**src/rtl/nibble_serial_adder.sv**
```systemverilog
// Multi-cycle WIDTH-bit adder, one 4-bit nibble per clock, valid/ready on both sides.
// Optional `OVERFLOW_FLAG_EN adds out_ovf (signed two's-complement overflow).
module nibble_serial_adder #(
  parameter int unsigned WIDTH = 16
) (
  input  logic             clk,
  input  logic             rst_n,
  input  logic             in_valid,
  output logic             in_ready,
  input  logic [WIDTH-1:0] in_a,
  input  logic [WIDTH-1:0] in_b,
  input  logic             in_cin,
  output logic             out_valid,
  input  logic             out_ready,
  output logic [WIDTH-1:0] out_sum,
  output logic             out_cout
`ifdef OVERFLOW_FLAG_EN
  ,
  output logic             out_ovf
`endif
);

  localparam int unsigned N     = WIDTH / 4;
  localparam int unsigned IDX_W = (N > 1) ? $clog2(N) : 1;
  localparam logic [IDX_W-1:0] LAST_IDX = IDX_W'(N - 1);

  typedef enum logic [1:0] {IDLE, RUN, DONE} state_t;

  state_t           state;
  logic [IDX_W-1:0] nib_idx;
  logic             carry;
  logic [WIDTH-1:0] a_q;
  logic [WIDTH-1:0] b_q;

  logic [IDX_W+1:0] nib_lsb;
  logic [3:0]       a_nib;
  logic [3:0]       b_nib;
  logic [3:0]       s_nib;
  logic             c_nib;

  // 4-bit ripple slice on the nibble selected by nib_idx
  always_comb begin
    nib_lsb        = {nib_idx, 2'b00};
    a_nib          = a_q[nib_lsb +: 4];
    b_nib          = b_q[nib_lsb +: 4];
    {c_nib, s_nib} = 5'(a_nib) + 5'(b_nib) + 5'(carry);
  end

`ifdef OVERFLOW_FLAG_EN
  logic ovf_nib;

  // Same-signed operands producing an opposite-signed MSB: equals carry-in XOR carry-out of the MSB
  always_comb begin
    ovf_nib = (a_nib[3] ~^ b_nib[3]) & (s_nib[3] ^ a_nib[3]);
  end
`endif

  always_ff @(posedge clk) begin
    if (!rst_n) begin
      state     <= IDLE;
      nib_idx   <= '0;
      carry     <= 1'b0;
      a_q       <= '0;
      b_q       <= '0;
      out_sum   <= '0;
      out_cout  <= 1'b0;
      out_valid <= 1'b0;
      in_ready  <= 1'b1;
`ifdef OVERFLOW_FLAG_EN
      out_ovf   <= 1'b0;
`endif
    end else begin
      case (state)
        IDLE: begin
          if (in_valid && in_ready) begin
            a_q      <= in_a;
            b_q      <= in_b;
            carry    <= in_cin;
            nib_idx  <= '0;
            out_sum  <= '0;
            in_ready <= 1'b0;
            state    <= RUN;
          end
        end
        RUN: begin
          out_sum[nib_lsb +: 4] <= s_nib;
          carry                 <= c_nib;
          nib_idx               <= nib_idx + 1'b1;
          if (nib_idx == LAST_IDX) begin
            out_cout  <= c_nib;
            out_valid <= 1'b1;
            state     <= DONE;
`ifdef OVERFLOW_FLAG_EN
            out_ovf   <= ovf_nib;
`endif
          end
        end
        DONE: begin
          if (out_ready) begin
            out_valid <= 1'b0;
            in_ready  <= 1'b1;
            state     <= IDLE;
          end
        end
        default: begin
          state     <= IDLE;
          out_valid <= 1'b0;
          in_ready  <= 1'b1;
        end
      endcase
    end
  end

endmodule
```
**config.mk**
```make
export PLATFORM = sky130hd
export DESIGN_NAME = nibble_serial_adder
export DESIGN_NICKNAME = d
export VERILOG_FILES = /design/src/rtl/nibble_serial_adder.sv
export SDC_FILE = /design/constraint.sdc
export NUM_CORES = 1
export LEC_CHECK = 0
export BUFFER_PORTS_ARGS = -buffer_cell sky130_fd_sc_hd__buf_2
export CORE_AREA = 2 2 84 62
export DETAILED_ROUTE_END_ITERATION = 10
export DIE_AREA = 0 0 86 64
export PLACE_DENSITY = 0.82
export SYNTH_ARGS = -nofsm -noshare
export SYNTH_HDL_FRONTEND = slang
export SYNTH_SLANG_ARGS = --single-unit
export TNS_END_PERCENT = 100
```
**constraint.sdc**
```tcl
create_clock -name clk -period 5.99 [get_ports clk]
set_input_delay 0.2995 -clock clk [delete_from_list [all_inputs] [get_ports clk]]
set_output_delay 0.2995 -clock clk [all_outputs]
set_load 0.02 [all_outputs]
```
# Word level (Yosys, flattened, before mapping)
# Cells that the tools add are included.
# totals
out_inout_bits	19
regBits	56
memories	0
latchBits	0
rom_bits	0
ram_bits	0
word_cells	51
inputBits	37
# classes
n_eq_ne	6
div_mod_pow	0
magnitude_cmp	0
bitwise	2
addsub	4
n_reduce_logical	9
mux	17
n_mul	0
shifts	4
# op_table
operator	count
case mux 16 bit (2 select lines)	1
variable part select 16 x 5 -> 4 bit	2
bitwise mux 16 bit	1
two-way mux 16 bit	1
variable shift 4 x 6 -> 16 bit (first input constant)	1
variable part select 4 x 6 -> 16 bit	1
AND reduction 3 bit	3
two-way mux 2 bit	4
!= test 2 bit (second input constant)	3
negator 4 -> 6 bit	1
case mux 1 bit (3 select lines)	2
case mux 2 bit (3 select lines)	1
AND reduction 2 bit	3
adder 4 x 4 -> 5 bit	1
adder 5 x 1 -> 5 bit	1
two-way mux 1 bit	5
equality test 2 bit (second input constant)	2
case mux 2 bit (2 select lines)	1
adder 2 x 1 -> 2 bit (second input constant)	1
equality test 2 x 1 -> 1 bit (second input constant)	1
logical NOT 2 bit	1
inverter 1 bit	2
case mux 1 bit (2 select lines)	1
nonzero test 2 bit	1
logical AND 1 bit	1

# Longest topological paths before layout
# Gate-level depths: netlist (run 1).
# depth
ltp_word	6
depth_mapped	10
mapped_depth_nobuf	8

# Least setup slack after synthesis (run 1)
# OpenSTA, ideal clock, no wires.
# synth_timing
kind	flip-flop to flip-flop
from	register nib_idx[0]
to	register out_sum[11]
path_buffers	2
path_stages_with_launch	9
arrival_time_ps	2407
required_ps	5875
period_less_slack_ps	2522
setup_time_ps	115
setup_slack_ps	3468
cell_sequence	dfxtp_1 > buf_4 > buf_4 > mux4_2 > fa_1 > a211oi_1 > o21bai_1 > o21a_1 > a31o_1
# synth_between
elab_chain_len	6
elab_cells_between_ends	9
classes_between	add/sub (3); shift (4); mux (2)
# synth_rtl
element	line_no	text
start, declared	30	logic [IDX_W-1:0] nib_idx;
start signal, assigned	88	nib_idx <= nib_idx + 1'b1;
variable part select 16 x 5 -> 4 bit, on equally long branches	44, 45	
adder 4 x 4 -> 5 bit	46	{c_nib, s_nib} = 5'(a_nib) + 5'(b_nib) + 5'(carry);
adder 5 x 1 -> 5 bit	46	
variable part select 4 x 6 -> 16 bit	86	out_sum[nib_lsb +: 4] <= s_nib;
bitwise mux 16 bit (*)	86	
case mux 16 bit (2 select lines) (*)	73	case (state)
end signal, assigned by index	86	
end, declared	15	output logic [WIDTH-1:0] out_sum,
# Every way passes the cells marked *; elsewhere a longest branch is shown, timed or not.
# A chain may end at the register's enable or synchronous reset.

# Worst setup path in the final report (run 1)
# Ends and elaborated chain as after synthesis.

==> metrics.txt, run 1 <==
# TYPE chip_impl_metric gauge
chip_impl_info{name="outcome",value="completed"} 1
chip_impl_info{name="setup.worst_path.class",value="register to register"} 1
chip_impl_metric{name="grt_max_degree",unit=""} 51
chip_impl_metric{name="hold_buffers",unit=""} 0
chip_impl_metric{name="fillCellCount",unit=""} 402
chip_impl_metric{name="yosys_register_bits",unit=""} 56
chip_impl_metric{name="number_of_antenna_violations_at_the_first_check_in_global_routing",unit=""} 0
chip_impl_metric{name="floorplan.die_area",unit="µm²"} 5500
chip_impl_metric{name="final_wirelength",unit="µm"} 5500
chip_impl_metric{name="seq_area",unit="µm²"} 1120
chip_impl_metric{name="multi_input_combinational_cell_area",unit="µm²"} 1330
chip_impl_metric{name="grt_first_pass_wirelength",unit="µm"} 9220
chip_impl_metric{name="post-route-period-util",unit="%"} 50.2
chip_impl_metric{name="tns",unit="ns"} 0
chip_impl_metric{name="design_area",unit="µm²"} 2930
chip_impl_metric{name="global_route.usage.met2",unit="%"} 32.0
chip_impl_metric{name="final-setup-viol-count",unit=""} 0
chip_impl_metric{name="yosysWarnings",unit=""} 0
chip_impl_metric{name="cts-root-to-sink-buffers",unit=""} 2
chip_impl_metric{name="postSynthAreaPerCell",unit="µm²"} 9.40
chip_impl_metric{name="final_critical_path_setup_slack",unit="ns"} 2.98
chip_impl_metric{name="cts_buffers",unit=""} 5
chip_impl_metric{name="std_cell_rows",unit=""} 21
chip_impl_metric{name="cells_resized_by_post_cts_repair",unit=""} 0
chip_impl_metric{name="detailedPlace.worstSlack",unit="ns"} 3.00
chip_impl_metric{name="worst_margin_pin_slew",unit="ns"} 0.907
chip_impl_metric{name="diodes",unit=""} 0
chip_impl_metric{name="buffers_added_on_ports",unit=""} 55
chip_impl_metric{name="grt_util_met1",unit="%"} 31.0
chip_impl_metric{name="post_cts.repair.setup_buffers",unit=""} 0
chip_impl_metric{name="synth.cell_area",unit="µm²"} 2630
chip_impl_metric{name="slew_violations",unit=""} 0
chip_impl_metric{name="grt_use_total",unit="%"} 21.3
chip_impl_metric{name="final_antenna_net_count",unit=""} 0
chip_impl_metric{name="cts_max_level",unit=""} 2
chip_impl_metric{name="grt_pass1_vias",unit=""} 1943
chip_impl_metric{name="drive_gt1_share",unit="%"} 27.3
chip_impl_info{name="cp-end-kind",value="register"} 1
chip_impl_metric{name="synth_cell_types",unit=""} 42
chip_impl_metric{name="grt-ovfl-total",unit=""} 0
chip_impl_metric{name="finish.net_count",unit=""} 371
chip_impl_metric{name="pwr_density_cell",unit="nW/µm²"} 251
chip_impl_metric{name="clock-skew-final",unit="ns"} 0.00557
chip_impl_metric{name="worst_setup_hold_path_clk_slew",unit="ns"} 0.10
chip_impl_metric{name="worst-endpoint-arrival",unit="ns"} 3.22
chip_impl_metric{name="dr_total_vias",unit=""} 2080
chip_impl_info{name="global_route.peak_usage_layer",value="met2"} 1
chip_impl_info{name="mostFrequentLayoutCells",value="nand2_1 (73), dfxtp_1 (56), buf_2 (55)"} 1
chip_impl_info{name="r2r-start",value="nib_idx[0]"} 1
chip_impl_metric{name="grtUsageMet3",unit="%"} 4.26
chip_impl_metric{name="design.portCount",unit=""} 56
chip_impl_metric{name="total_leakage_power",unit="µW"} 0.00121
chip_impl_metric{name="numClockSinks",unit=""} 56
chip_impl_metric{name="chipWidth",unit="µm"} 86
chip_impl_metric{name="max_clock_freq",unit="GHz"} 0.333
chip_impl_metric{name="initial_utilization",unit="%"} 56.6
chip_impl_metric{name="ys_seq_area_share",unit="%"} 42.6
chip_impl_metric{name="max_slew_margin",unit="%"} 39.5
chip_impl_metric{name="clock_latency",unit="ns"} 0.31
chip_impl_metric{name="maxCapViolCount",unit=""} 0
chip_impl_metric{name="floorplan.die.height",unit="µm"} 64
chip_impl_metric{name="drcViolationCount",unit=""} 0
chip_impl_metric{name="ir_worst_vdd",unit="mV"} 0.117
chip_impl_metric{name="postLayoutCoreUtil",unit="%"} 63.0
chip_impl_metric{name="syn_nets",unit=""} 326
chip_impl_info{name="min-delay-path-class",value="input port to register"} 1
chip_impl_metric{name="synth_cells",unit=""} 280
chip_impl_info{name="tritoncts_clock_tree",value="yes"} 1
chip_impl_info{name="unrepaired_setup_endpoints_after_global_routing",value="false"} 1
chip_impl_metric{name="post_dp_cell_area",unit="µm²"} 2840
chip_impl_metric{name="detail_route.iter0.violations",unit=""} 124
chip_impl_metric{name="critical_path.max_fanout",unit=""} 17
chip_impl_info{name="worstHoldStart",value="in_b[15]"} 1
chip_impl_info{name="crit_path_start_kind",value="register"} 1
chip_impl_metric{name="gp_congestion",unit=""} 0.799
chip_impl_info{name="layout.cells.most_common",value="nand2_1"} 1
chip_impl_info{name="crit_path_launch",value="nib_idx[0]"} 1
chip_impl_metric{name="detailedRoute.firstPassIterationCount",unit=""} 4
chip_impl_metric{name="finalWorstPathRequiredPeriod",unit="ns"} 3.01
chip_impl_info{name="ctsRootBufferMaster",value="clkbuf_8"} 1
chip_impl_metric{name="core_area",unit="µm²"} 4650
chip_impl_metric{name="avgViaCountPerCell",unit=""} 5.43
chip_impl_metric{name="critical_path_required",unit="ns"} 6.20
chip_impl_metric{name="finalHoldViolCount",unit=""} 0
chip_impl_metric{name="dp_hpwl",unit="µm"} 3910
chip_impl_metric{name="layout_overhead_on_the_synthesized_area",unit="%"} 11.2
chip_impl_metric{name="route.detailed.wl_per_inst",unit="µm"} 14.4
## cell families after synthesis
family	Yosys count	synth area share [%]
AND/OR/NAND/NOR	114	22.1
AO/OA/AOI/OAI	67	16.5
multiplexers	8	6.84
adder cells (fa/ha/maj)	9	4.85
XOR/XNOR	1	0.333
flip-flops	56	42.6
buffers and inverters	25	6.75
## state kept, by name, indices dropped and copies added (netlist names)
signal / cells
a_q: 16
b_q: 16
out_sum: 16
nib_idx: 2
state: 2
carry: 1
in_ready: 1
out_cout: 1
out_valid: 1
## cell type report
cell class	count	share of cell area (%)
Multi-Input combinational cell	199	45.6
Sequential cell	56	38.3
Timing Repair Buffer	56	9.66
Tap cell	57	2.44
Clock buffer	5	2.35
Inverter	7	0.897
Clock inverter	3	0.812
## critical path, cell delays in order (launching register included)
cell	delay [ns]
dfxtp_1	0.93
mux4_2	0.63
fa_1	0.43
a211oi_1	0.38
o21bai_1	0.16
o21a_1	0.16
a31o_1	0.22
## per-stage QoR
step	std cells	hold slack [ns]	power, µW
global placement	375	0.441	528
CTS	383	0.210	736
floorplan	280	0.433	508
detailed placement	375	0.446	531
global route	383	0.215	768
finish	383	0.215	734
## cell usage after synthesis (all sizes together)
master | number | area share [%]
nand2 | 74 | 11
dfxtp | 56 | 43
a21oi | 37 | 8.0
nor2 | 19 | 2.7
a22oi | 12 | 3.4
buf | 12 | 4.9
mux4 | 8 | 6.8
ha | 7 | 3.3
inv | 7 | 1.0
clkbuf | 6 | 0.86
a21o | 4 | 1.1
o21a | 4 | 1.1
a31o | 3 | 1.0
and3 | 3 | 0.71
nor2b | 3 | 1.0
nor3 | 3 | 1.0
o21ai | 3 | 0.57
fa | 2 | 1.5
nand2b | 2 | 0.76
nand3b | 2 | 1.0
nor4b | 2 | 1.8
a211oi | 1 | 0.29
a31oi | 1 | 0.24
and2 | 1 | 0.24
and2b | 1 | 0.29
and4 | 1 | 0.33
nand3 | 1 | 0.19
nor3b | 1 | 0.48
nor4bb | 1 | 0.95
o211a | 1 | 0.38
o21bai | 1 | 0.29
xnor2 | 1 | 0.33
## worst paths after layout
kind,endpoint,slack (ns),depth (start not counted)
worst min register to register,a_q[14],0.46,2
worst max-delay path,out_sum[11],2.98,6
worst min-delay path,b_q[15],0.22,3
worst max register to register,out_sum[11],2.98,6
## power by group
group / switching [µW] / total, µW / internal, µW
clock: 127 / 210 / 83.1
sequential: 17.3 / 407 / 390
combinational: 66.7 / 117 / 50.0
## per-layer routing
| layer | vias to the layer above | part of all wire, % |
|---|---|---|
| li1 | 1046 | - |
| met1 | 984 | 52 |
| met2 | 45 | 43 |
| met3 | 5 | 4.3 |
| met4 | 0 | 0.87 |
| met5 | - | 0 |
Note: power is estimated with default switching activity, not from simulation.
==> run 2: changes to the inputs <==
CORE_AREA = 2 2 87 64   (was 2 2 84 62)
DIE_AREA = 0 0 89 66   (was 0 0 86 64)
PLACE_DENSITY = 0.77   (was 0.82)
clock period = 2.9 ns   (was 5.99 ns; I/O delays follow)
==> run 2 against run 1 <==
Effect of this change:
- design area grew 1.8%
- hold slack lost 0.15 ns
- non-clock buffer count grew 2
- routed wire length shrank 1.0%
- largest power group unchanged
- utilization shrank 4.1 points
- clock power grew 140%
- flip-flop and latch count is the same
- register-to-register slack lost 2.8 ns
- via count grew 1.3%
- first-iteration DRC count shrank 1.6%
- die area grew 6.7%
- global-route usage shrank 0.57 points
==> metrics.txt, run 2 (same netlist as run 1, synthesis figures left out) <==
# TYPE chip_impl_metric gauge
chip_impl_metric{name="min_hold_slack",unit="ns"} 0.0643
chip_impl_metric{name="final_wirelength",unit="µm"} 5450
chip_impl_metric{name="chipWidth",unit="µm"} 89
chip_impl_metric{name="grt_first_pass_wirelength",unit="µm"} 9500
chip_impl_info{name="crit_path_start_kind",value="register"} 1
chip_impl_metric{name="drcViolationCount",unit=""} 0
chip_impl_metric{name="ir_worst_vdd",unit="mV"} 0.276
chip_impl_metric{name="floorplan.die.height",unit="µm"} 66
chip_impl_metric{name="std_cell_rows",unit=""} 22
chip_impl_info{name="ctsRootBufferMaster",value="clkbuf_8"} 1
chip_impl_metric{name="detail_route.iter0.violations",unit=""} 122
chip_impl_metric{name="buffers_added_on_ports",unit=""} 55
chip_impl_metric{name="final-instance-count-excl-fill",unit=""} 400
chip_impl_metric{name="finalWorstPathRequiredPeriod",unit="ns"} 2.68
chip_impl_metric{name="grt-ovfl-total",unit=""} 0
chip_impl_metric{name="number_of_antenna_violations_at_the_first_check_in_global_routing",unit=""} 0
chip_impl_metric{name="cts_buffers",unit=""} 5
chip_impl_metric{name="final_antenna_net_count",unit=""} 0
chip_impl_metric{name="grt_max_degree",unit=""} 51
chip_impl_metric{name="cts_max_level",unit=""} 2
chip_impl_metric{name="numClockSinks",unit=""} 56
chip_impl_metric{name="detailedPlace.worstSlack",unit="ns"} 0.212
chip_impl_metric{name="drive_gt1_share",unit="%"} 27.4
chip_impl_metric{name="worst-endpoint-arrival",unit="ns"} 2.89
chip_impl_metric{name="clock-skew-final",unit="ns"} 0.00645
chip_impl_metric{name="post_cts.repair.setup_buffers",unit=""} 0
chip_impl_metric{name="finish.net_count",unit=""} 373
chip_impl_metric{name="post-route-period-util",unit="%"} 92.4
chip_impl_metric{name="core_area",unit="µm²"} 5060
chip_impl_metric{name="placed_instances",unit=""} 392
chip_impl_metric{name="max_slew_margin",unit="%"} 40.9
chip_impl_metric{name="cts-root-to-sink-buffers",unit=""} 2
chip_impl_info{name="cp-end-kind",value="register"} 1
chip_impl_info{name="layout.cells.most_common",value="nand2_1"} 1
chip_impl_metric{name="diodes",unit=""} 0
chip_impl_info{name="biggestRegsByFlops",value="a_q (16), b_q (16), out_sum (16)"} 1
chip_impl_metric{name="total_leakage_power",unit="µW"} 0.00123
chip_impl_metric{name="worst_setup_hold_path_clk_slew",unit="ns"} 0.10
chip_impl_metric{name="final_critical_path_setup_slack",unit="ns"} 0.220
chip_impl_metric{name="hold_buffers",unit=""} 0
chip_impl_metric{name="slew_violations",unit=""} 0
chip_impl_metric{name="tns",unit="ns"} 0
chip_impl_metric{name="worstHoldPathCells",unit=""} 3
chip_impl_metric{name="dr_total_vias",unit=""} 2107
chip_impl_metric{name="design.portCount",unit=""} 56
chip_impl_metric{name="avgViaCountPerCell",unit=""} 5.27
chip_impl_metric{name="grt_pass1_vias",unit=""} 2072
chip_impl_info{name="outcome",value="completed"} 1
chip_impl_metric{name="grt_use_total",unit="%"} 20.7
chip_impl_metric{name="route.detailed.wl_per_inst",unit="µm"} 13.6
chip_impl_metric{name="maxCapViolCount",unit=""} 0
chip_impl_info{name="tritoncts_clock_tree",value="yes"} 1
chip_impl_metric{name="layout_overhead_on_the_synthesized_area",unit="%"} 13.2
chip_impl_metric{name="gp_congestion",unit=""} 0.840
chip_impl_metric{name="cells_resized_by_post_cts_repair",unit=""} 0
chip_impl_metric{name="critical_path.max_fanout",unit=""} 9
chip_impl_metric{name="fillCellCount",unit=""} 466
chip_impl_metric{name="max_clock_freq",unit="GHz"} 0.373
chip_impl_metric{name="final-setup-viol-count",unit=""} 0
chip_impl_metric{name="dp_hpwl",unit="µm"} 3910
chip_impl_metric{name="initial_utilization",unit="%"} 52.0
chip_impl_metric{name="critical_path_required",unit="ns"} 3.11
chip_impl_info{name="setup.worst_path.class",value="register to register"} 1
chip_impl_metric{name="floorplan.die_area",unit="µm²"} 5870
chip_impl_metric{name="detailedRoute.firstPassIterationCount",unit=""} 4
chip_impl_metric{name="clock_latency",unit="ns"} 0.30
chip_impl_metric{name="pwr_density_cell",unit="nW/µm²"} 534
chip_impl_info{name="mostFrequentLayoutCells",value="nand2_1 (73), dfxtp_1 (56), buf_2 (55)"} 1
chip_impl_metric{name="worst-r2r-cell-count",unit=""} 6
chip_impl_info{name="unrepaired_setup_endpoints_after_global_routing",value="false"} 1
chip_impl_metric{name="worst_margin_pin_slew",unit="ns"} 0.886
chip_impl_metric{name="finalHoldViolCount",unit=""} 0
chip_impl_info{name="min-delay-path-class",value="input port to register"} 1
[run 2: stage by stage]
stage	area (µm²)	power [µW]	util [%]
floorplan	2630	1050	-
global placement	2870	1090	56.6
detailed placement	2870	1100	56.6
CTS	2980	1600	58.8
global route	2980	1670	58.8
finish	2980	1590	58.8
[run 2: cell type report]
| class | count | area [µm²] | share of cell area [%] |
|---|---|---|---|
| sequential | 56 | 1120 | 37.6 |
| inverter | 7 | 26.3 | 0.882 |
| timing repair buffer | 58 | 298 | 9.99 |
| clock inverter | 2 | 38.8 | 1.30 |
| clock buffer | 6 | 72.6 | 2.43 |
| tap | 72 | 90.1 | 3.02 |
| multi-input combinational | 199 | 1330 | 44.8 |
[run 2: final timing paths]
check / startpoint / end / slack [ns]
hold / removal: in_a[2] / a_q[2] / 0.06
setup / recovery: nib_idx[0] / out_sum[11] / 0.22
setup reg to reg: nib_idx[0] / out_sum[11] / 0.22
hold reg to reg: b_q[3] / b_q[3] / 0.46
[run 2: worst max-delay path: stages, from the launching register on]
cell,delay (ns)
dfxtp_1,0.65
mux4_2,0.59
fa_1,0.42
a211oi_1,0.39
o21bai_1,0.16
o21a_1,0.15
a31o_1,0.22
[run 2: where the power goes]
| part | leakage (µW) | internal, µW | switching (µW) |
|---|---|---|---|
| combinational | 0.000720 | 105 | 140 |
| sequential | 0.000456 | 805 | 32.0 |
| clock | 0.0000558 | 261 | 248 |
[run 2: metal layers]
layer	routed length (µm)	share of wire (%)	vias up	track usage [%]
met5	0	0	-	0
met3	306	5.6	4	4.87
li1	-	-	1048	-
met4	25	0.46	0	4.66
met1	2690	49	994	29.5
met2	2420	44	61	32.0
==> run 3: changes to the inputs <==
CORE_AREA = 2 2 93 68   (was 2 2 87 64)
DIE_AREA = 0 0 95 70   (was 0 0 89 66)
PLACE_DENSITY = 0.69   (was 0.77)
==> run 3 against run 2 <==
Effect of this change:
- design area decreased by 0.67%
- clock power is 13% lower
- largest cell class unchanged
- via count down 1.3%
- critical path type unchanged
==> metrics.txt, run 3 (same netlist as run 1, synthesis figures left out) <==
# TYPE chip_impl_metric gauge
chip_impl_metric{name="avgViaCountPerCell",unit=""} 5.13
chip_impl_metric{name="tns",unit="ns"} 0
chip_impl_metric{name="cts-root-to-sink-buffers",unit=""} 2
chip_impl_metric{name="detailedRoute.firstPassIterationCount",unit=""} 4
chip_impl_metric{name="dr_total_vias",unit=""} 2079
chip_impl_metric{name="drive_gt1_share",unit="%"} 27.5
chip_impl_info{name="cp-end-kind",value="register"} 1
chip_impl_metric{name="finalWorstPathRequiredPeriod",unit="ns"} 2.63
chip_impl_metric{name="final_wirelength",unit="µm"} 5550
chip_impl_metric{name="numClockSinks",unit=""} 56
chip_impl_metric{name="grt_max_degree",unit=""} 51
chip_impl_metric{name="clock-skew-final",unit="ns"} 0.00878
chip_impl_metric{name="worst-r2r-cell-count",unit=""} 6
chip_impl_metric{name="std_cell_rows",unit=""} 24
chip_impl_metric{name="post-route-period-util",unit="%"} 90.7
chip_impl_metric{name="fillCellCount",unit=""} 564
chip_impl_metric{name="critical_path.max_fanout",unit=""} 8
chip_impl_metric{name="final_antenna_net_count",unit=""} 0
chip_impl_metric{name="finalHoldViolCount",unit=""} 0
chip_impl_info{name="outcome",value="completed"} 1
chip_impl_metric{name="slew_violations",unit=""} 0
chip_impl_metric{name="maxCapViolCount",unit=""} 0
chip_impl_info{name="tritoncts_clock_tree",value="yes"} 1
chip_impl_metric{name="worst-endpoint-arrival",unit="ns"} 2.85
chip_impl_metric{name="cts_max_level",unit=""} 2
chip_impl_metric{name="core_area",unit="µm²"} 5920
chip_impl_metric{name="final_critical_path_setup_slack",unit="ns"} 0.269
chip_impl_metric{name="ir_worst_vdd",unit="mV"} 0.187
chip_impl_metric{name="detail_route.iter0.violations",unit=""} 80
chip_impl_metric{name="worstHoldPathCells",unit=""} 3
chip_impl_metric{name="detailedPlace.worstSlack",unit="ns"} 0.240
chip_impl_info{name="biggestRegsByFlops",value="a_q (16), b_q (16), out_sum (16)"} 1
chip_impl_metric{name="route.detailed.wl_per_inst",unit="µm"} 13.7
chip_impl_metric{name="seq_area",unit="µm²"} 1120
chip_impl_metric{name="grt_pass1_vias",unit=""} 1941
chip_impl_info{name="layout.cells.most_common",value="nand2_1"} 1
chip_impl_metric{name="design.portCount",unit=""} 56
chip_impl_metric{name="grt_use_total",unit="%"} 18.0
chip_impl_metric{name="initial_utilization",unit="%"} 44.5
chip_impl_metric{name="floorplan.die_area",unit="µm²"} 6650
chip_impl_metric{name="number_of_antenna_violations_at_the_first_check_in_global_routing",unit=""} 0
chip_impl_info{name="mostFrequentLayoutCells",value="nand2_1 (73), dfxtp_1 (56), buf_2 (55)"} 1
chip_impl_info{name="min-delay-path-class",value="input port to register"} 1
chip_impl_metric{name="cells_resized_by_post_cts_repair",unit=""} 0
chip_impl_metric{name="layout_overhead_on_the_synthesized_area",unit="%"} 12.5
chip_impl_metric{name="min_hold_slack",unit="ns"} 0.0478
chip_impl_metric{name="diodes",unit=""} 0
chip_impl_metric{name="max_slew_margin",unit="%"} 41.2
chip_impl_metric{name="final-setup-viol-count",unit=""} 0
chip_impl_metric{name="buffers_added_on_ports",unit=""} 55
chip_impl_metric{name="chipWidth",unit="µm"} 95
chip_impl_metric{name="critical_path_required",unit="ns"} 3.12
chip_impl_metric{name="pwr_density_cell",unit="nW/µm²"} 514
chip_impl_metric{name="total_leakage_power",unit="µW"} 0.00122
chip_impl_metric{name="clock_latency",unit="ns"} 0.32
chip_impl_metric{name="dp_hpwl",unit="µm"} 4080
chip_impl_info{name="ctsRootBufferMaster",value="clkbuf_8"} 1
chip_impl_info{name="crit_path_start_kind",value="register"} 1
chip_impl_info{name="unrepaired_setup_endpoints_after_global_routing",value="false"} 1
chip_impl_metric{name="finish.net_count",unit=""} 372
chip_impl_metric{name="worst_margin_pin_slew",unit="ns"} 0.881
chip_impl_metric{name="multi_input_combinational_cell_area",unit="µm²"} 1330
chip_impl_metric{name="cts_buffers",unit=""} 5
chip_impl_metric{name="max_clock_freq",unit="GHz"} 0.380
chip_impl_metric{name="worst_setup_hold_path_clk_slew",unit="ns"} 0.10
chip_impl_metric{name="floorplan.die.height",unit="µm"} 70
chip_impl_metric{name="grt_first_pass_wirelength",unit="µm"} 9210
chip_impl_metric{name="post_cts.repair.setup_buffers",unit=""} 0
chip_impl_info{name="setup.worst_path.class",value="register to register"} 1
chip_impl_metric{name="drcViolationCount",unit=""} 0
chip_impl_metric{name="grt-ovfl-total",unit=""} 0
chip_impl_metric{name="gp_congestion",unit=""} 0.772
chip_impl_metric{name="hold_buffers",unit=""} 0
run 3: worst paths after layout:
path / from / to / slack (ns)
hold / removal: in_a[11] / a_q[11] / 0.05
setup / recovery: nib_idx[0] / out_sum[7] / 0.27
setup reg to reg: nib_idx[0] / out_sum[7] / 0.27
hold reg to reg: a_q[10] / a_q[10] / 0.46
run 3: power by group:
group          total (µW)  switching, µW  internal [µW]
registers             837           32.2            805
clock network         441            267            174
logic                 244            140            104
run 3: final cells by class:
cell class              instances  area share (%)
multi-input cells             199            45.1
flip-flops and latches         56            37.9
repair buffers                 57            9.81
well taps                      78            3.30
clock buffers                   5            2.32
inverters                       7           0.888
clock inverters                 3           0.761
run 3: metal layers:
layer  GRT usage, %  wire (µm)
met5              0          0
met2           25.3       2340
met3           5.18        364
met1           26.2       2770
met4           6.44         78
run 3: critical path, stage by stage, from the launching register on:
cell	delay, ns
dfxtp_1	0.62
mux4_2	0.59
fa_1	0.43
a211oi_1	0.36
o21bai_1	0.16
o21a_1	0.15
a31o_1	0.21
run 3: metrics by stage:
step | total power [µW] | utilization (%) | cells | cell area (µm²)
detailed placement | 1100 | 48.5 | 397 | 2870
global placement | 1100 | 48.5 | 397 | 2870
CTS | 1530 | 50.0 | 405 | 2960
global route | 1590 | 50.0 | 405 | 2960
floorplan | 1050 | - | 280 | 2630
finish | 1520 | 50.0 | 405 | 2960
